[src/rtl/bnn_sched_pkg.sv]
// Shared types and helpers for the binary conv layer scheduler.
//   sched_state_t   : scheduler FSM encoding
//   default_timeout : RUN-state cycle budget derived from the core's nominal pass length
package bnn_sched_pkg;

  typedef enum logic [2:0] {
    IDLE,
    FETCH,
    LATCH,
    RUN,
    STORE,
    DONE,
    ERR
  } sched_state_t;

  // One core pass takes out_size^2*(ic+1) cycles; the margin covers handshake slack.
  function automatic int unsigned default_timeout(input int unsigned ic,
                                                  input int unsigned out_size);
    return out_size * out_size * (ic + 1) + 16;
  endfunction

endpackage

[src/rtl/conv_layer_sched.sv]
// Sequences one binary 3x3 conv layer by running a single conv core once per
// output channel: fetch the channel's weight word, run the core, store its map.
// Ports:
//   clk, rst_n        clock (rising edge), asynchronous active-low reset
//   start             begin a layer run (accepted only in IDLE or ERR)
//   busy              high in every state except IDLE and ERR
//   done              one-cycle pulse once every output channel map is written
//   err               sticky core-timeout flag, cleared by an accepted start
//   wmem_rd/addr      weight read strobe and word index; rdata valid next cycle
//   wmem_rdata        IC*9-bit weight word
//   core_en           core enable (low holds the core in clear)
//   core_weights      registered weight word, frozen while core_en is high
//   core_done/img     core completion strobe and result map
//   out_wr/oc/img     one-cycle output-buffer write of a channel's result map
module conv_layer_sched
  import bnn_sched_pkg::*;
#(
  parameter int unsigned IC           = 8,
  parameter int unsigned OC           = 8,
  parameter int unsigned IMG_IN_SIZE  = 30,
  parameter int unsigned IMG_OUT_SIZE = IMG_IN_SIZE - 2,
  parameter int unsigned OC_W         = $clog2(OC > 1 ? OC : 2),
  parameter int unsigned TIMEOUT      = default_timeout(IC, IMG_OUT_SIZE)
) (
  input  logic                                 clk,
  input  logic                                 rst_n,
  input  logic                                 start,
  output logic                                 busy,
  output logic                                 done,
  output logic                                 err,
  output logic                                 wmem_rd,
  output logic [OC_W-1:0]                      wmem_addr,
  input  logic [IC*9-1:0]                      wmem_rdata,
  output logic                                 core_en,
  output logic [IC*9-1:0]                      core_weights,
  input  logic                                 core_done,
  input  logic [IMG_OUT_SIZE*IMG_OUT_SIZE-1:0] core_img,
  output logic                                 out_wr,
  output logic [OC_W-1:0]                      out_oc,
  output logic [IMG_OUT_SIZE*IMG_OUT_SIZE-1:0] out_img
);

  localparam int unsigned RC_W = $clog2(TIMEOUT);
  localparam logic [RC_W-1:0] RC_LAST = RC_W'(TIMEOUT - 1);
  localparam logic [OC_W-1:0] OC_LAST = OC_W'(OC - 1);

  sched_state_t    state;
  logic [OC_W-1:0] oc;
  logic [RC_W-1:0] run_cnt;

  assign wmem_addr = oc;

  // All outputs are registered and set on the transition into the state
  // that owns them, so each strobe lines up exactly with its state.
  always_ff @(posedge clk or negedge rst_n) begin
    if (!rst_n) begin
      state        <= IDLE;
      oc           <= '0;
      run_cnt      <= '0;
      busy         <= 1'b0;
      done         <= 1'b0;
      err          <= 1'b0;
      wmem_rd      <= 1'b0;
      core_en      <= 1'b0;
      core_weights <= '0;
      out_wr       <= 1'b0;
      out_oc       <= '0;
      out_img      <= '0;
    end else begin
      wmem_rd <= 1'b0;
      out_wr  <= 1'b0;
      done    <= 1'b0;
      core_en <= 1'b0;
      case (state)
        IDLE, ERR: begin
          if (start) begin
            err     <= 1'b0;
            oc      <= '0;
            busy    <= 1'b1;
            wmem_rd <= 1'b1;
            state   <= FETCH;
          end
        end
        FETCH: begin
          state <= LATCH;
        end
        LATCH: begin
          core_weights <= wmem_rdata;
          run_cnt      <= '0;
          core_en      <= 1'b1;
          state        <= RUN;
        end
        RUN: begin
          // core_done takes priority over a timeout on the same cycle
          if (core_done) begin
            out_img <= core_img;
            out_oc  <= oc;
            out_wr  <= 1'b1;
            run_cnt <= '0;
            state   <= STORE;
          end else if (run_cnt == RC_LAST) begin
            err     <= 1'b1;
            busy    <= 1'b0;
            run_cnt <= '0;
            state   <= ERR;
          end else begin
            run_cnt <= run_cnt + RC_W'(1);
            core_en <= 1'b1;
          end
        end
        STORE: begin
          if (oc == OC_LAST) begin
            done  <= 1'b1;
            state <= DONE;
          end else begin
            oc      <= oc + OC_W'(1);
            wmem_rd <= 1'b1;
            state   <= FETCH;
          end
        end
        DONE: begin
          oc    <= '0;
          busy  <= 1'b0;
          state <= IDLE;
        end
        default: begin
          busy  <= 1'b0;
          state <= IDLE;
        end
      endcase
    end
  end

endmodule
[config.mk]
export PLATFORM = sky130hd
export DESIGN_NAME = conv_layer_sched
export DESIGN_NICKNAME = d
export VERILOG_FILES = /design/src/rtl/bnn_sched_pkg.sv /design/src/rtl/conv_layer_sched.sv
export SDC_FILE = /design/constraint.sdc
export NUM_CORES = 2
export LEC_CHECK = 0
export ABC_AREA = 1
export BUFFER_PORTS_ARGS = -buffer_cell sky130_fd_sc_hd__buf_2
export CAP_MARGIN = 20
export CORE_AREA = 2 2 676 678
export DETAILED_ROUTE_END_ITERATION = 8
export DIE_AREA = 0 0 678 680
export PLACE_DENSITY = 0.32
export REMOVE_ABC_BUFFERS = 1
export SLEW_MARGIN = 20
export SYNTH_ARGS = -nofsm -noshare
export SYNTH_HDL_FRONTEND = slang
export SYNTH_SLANG_ARGS = --single-unit
[constraint.sdc]
create_clock -name clk -period 3.95 [get_ports clk]
set_input_delay 0.5925 -clock clk [delete_from_list [all_inputs] [get_ports clk]]
set_output_delay 0.5925 -clock clk [all_outputs]
set_load 0.005 [all_outputs]
==> impl_metrics.env <==
export IMPL_crit_type="reg -> reg"
export IMPL_ir_worst_vdd_v=0.000382
export IMPL_grt_setup_unrepaired="no"
export IMPL_setup_worst_path_end_class="flip-flop"
export IMPL_antenna_left=0
export IMPL_hpwl_um=282000
export IMPL_start_util_pct=7.35
export IMPL_pwr_density_cell_mw_per_mm2=762
export IMPL_slowest_stage="dfrtp_1"
export IMPL_setup_tns_ns=0
export IMPL_setup_ws_ns=1.57
export IMPL_synth_area_top_cells="dfrtp_1 66%, nand2_1 27%, mux2_2 2.4%"
export IMPL_clkLatencyLatePin_ns=0.87
export IMPL_design_portCount=1728
export IMPL_nets=7070
export IMPL_cts_resized=0
export IMPL_drt_first_pass_iters=5
export IMPL_synth_area_leader_cell="dfrtp_1"
export IMPL_min_path_type="in -> reg"
export IMPL_gr_usage_all_layers_pct=13.8
export IMPL_synth_top_cell_area_share_pct=66.2
export IMPL_cts_made_buffers=137
export IMPL_via_count=35772
export IMPL_finalClockSkew_ns=0.0609
export IMPL_hold_buffers=811
export IMPL_syn_cell_area_mm2=0.0334
export IMPL_tightest_slew_ns=0.859
export IMPL_route_met2_wl_um=146000
export IMPL_synth_compound_area_share_pct=0.255
export IMPL_grt_pass1_wl_um=413000
export IMPL_postSynthAreaPerCell_um2=9.16
export IMPL_area_growth_pct=86.2
export IMPL_yosys_area_share_simple_pct=27.8
export IMPL_multi_input_area_mm2=0.0103
export IMPL_synth_edf_count=0
export IMPL_synth_flop_cell="dfrtp_1"
export IMPL_worstPathArrival_ns=3.13
export IMPL_cts_htree_levels=4
export IMPL_gr_total_overflow=0
export IMPL_crit_family="buffers and inverters"
export IMPL_relSlewSlack_pct=42.8
export IMPL_setup_viol=0
export IMPL_muxShareOfSynthArea_pct=2.43
export IMPL_seq_area_mm2=0.0221
export IMPL_synth_most_common_cell="nand2_1"
export IMPL_final_layout_size_suffix_gt1_share_pct=33.0
export IMPL_max_cap_violations=0
export IMPL_slowest_delay_ns=0.45
export IMPL_synth_top_family_by_area="simple AND/OR/NAND/NOR gates"
export IMPL_path_buf_inv=3
export IMPL_seq_area_frac_synth_pct=66.2
export IMPL_ys_warn_count=0
export IMPL_ys_ff_latch=884
export IMPL_wl_per_cell_um=26.6
export IMPL_cp_max_fo=113
export IMPL_clkTransAtPathRegs_ns=0.06
export IMPL_drt_iter0_drc=1842
export IMPL_drt_met1_wl_um=125000
export IMPL_grt_max_degree=120
export IMPL_met3_length_um=49100
export IMPL_highest_layer="met5"
export IMPL_synthArstFlopShare_pct=100
export IMPL_path_cells="nand2_1 > nor3_4 > buf_12 > buf_12 > buf_12 > nand2_1 > nand2_1"
export IMPL_cts_tree="built"
export IMPL_port_buffers=1727
export IMPL_max_clock_path_buffers=4
export IMPL_gp_congestion=0.945
export IMPL_post_place_ws_ns=1.36
export IMPL_die_x_um=678
export IMPL_cp_start_kind="flip-flop"
export IMPL_hold_violations=0
export IMPL_cts_setup_buffers=0
export IMPL_via_per_inst=2.89
export IMPL_antenna_found_initial=258
export IMPL_wl_um=329000
export IMPL_max_freq_mhz=421
export IMPL_grt_pass1_vias=36873
export IMPL_clock_sinks=884
export IMPL_status="complete, no violations"
export IMPL_die_area_mm2=0.461
export IMPL_drc=0
export IMPL_synth_xor_area_share_pct=0.0524
export IMPL_syn_inst=3649
export IMPL_fillCellCount=52476
export IMPL_die_h_um=680
export IMPL_cts_root_buf="clkbuf_16"
export IMPL_ys_types=19
export IMPL_critical_path_required_ns=4.71
export IMPL_synthTopCellsByCount="2418 x nand2_1, 884 x dfrtp_1, 114 x buf_2"
export IMPL_core_area_mm2=0.454
export IMPL_power_leakage_uw=0.0317
export IMPL_slew_violations=0
export IMPL_timing_final_crit_share_pct=60.1
export IMPL_period_needed_ns=2.38
export IMPL_synthAdderAreaFrac_pct=0.112
export IMPL_std_cell_rows=248
==> metrics by stage <==
step	instances	hold slack (ns)	utilization, %	power (uW)	cell area (um2)
6_report	12358	0.0933	13.7	47400	62200
5_1_grt	12322	0.0159	13.7	51200	62100
3_5_place_dp	11257	0.453	10.9	35000	49500
3_3_place_gp	11257	0.451	10.9	35000	49500
4_1_cts	12307	0.000187	13.7	49000	62100
2_1_floorplan	3466	0.297	-	22000	32500
==> state kept, by name (all words and copies together) (netlist names) <==
signal,cells
busy,1
core_en,1
core_weights,72
done,1
err,1
out_img,784
out_oc,3
out_wr,1
run_cnt,13
state,3
wmem_addr,3
wmem_rd,1
==> worst reg2reg max path, stage by stage, from the launching register on <==
cell and delay, ns:
dfrtp_1 0.45, nand2_1 0.18, nor3_4 0.35, buf_12 0.20, buf_12 0.22, buf_12 0.44, nand2_1 0.38, nand2_1 0.10
==> cell type report <==
class / instances / share of cell area, %
Antenna cell: 51 / 0.205
Clock buffer: 200 / 6.61
Clock inverter: 39 / 0.597
Inverter: 26 / 0.169
Multi-Input combinational cell: 2556 / 16.5
Sequential cell: 884 / 35.6
Tap cell: 6000 / 12.1
Timing Repair Buffer: 2602 / 28.3
==> layout by cell type (no fill, tap or decap), drive strengths merged, types with 2 or more instances in the layout <==
cell type,Yosys,routed
xor2,2,2
clkinv,0,24
nor2,21,21
nor3,2,2
clkinvlp,0,7
dlygate4sd3,0,811
nand3,18,18
nand4,4,4
clkbuf,36,200
o21ai,10,10
dfrtp,884,884
buf,147,1791
inv,26,31
bufinv,0,3
mux2,72,72
a21oi,4,4
ha,3,3
nand2,2418,2418
diode,0,51
==> metal layers <==
layer / vias up / GRT usage, %
met5: - / 0
met2: 1733 / 21.9
met4: 56 / 2.74
met3: 623 / 9.03
li1: 16282 / -
met1: 17078 / 15.4
==> cell families (layout without fill, tap and decap cells) <==
kind of cell    Yosys count  in the layout
compound gates           16             16
xor+xnor                  2              2
fa+ha+maj                 3              3
buf+inv                 209           2867
flops                   884            884
mux                      72             72
other cells               0             51
simple gates           2463           2463
==> final timing paths <==
kind	end	start	cells past startpoint	slack, ns
worst max-delay path	out_img[694]	state[1]	7	1.57
min in group asynchronous	out_img[782]	rst_n	2	0.38
worst max register to register	out_img[694]	state[1]	7	1.57
worst min-delay path	out_img[378]	core_img[378]	3	0.09
worst min register to register	out_img[16]	out_img[16]	2	0.46
max in group asynchronous	out_img[302]	rst_n	3	2.27
==> where the power goes <==
group          switching, uW  total [uW]  internal (uW)
clock network           5170       12600           7430
logic                  13300       19300           5980
registers               2300       15500          13200
total                  20800       47400          26600
(Power assumes the default switching activity.)
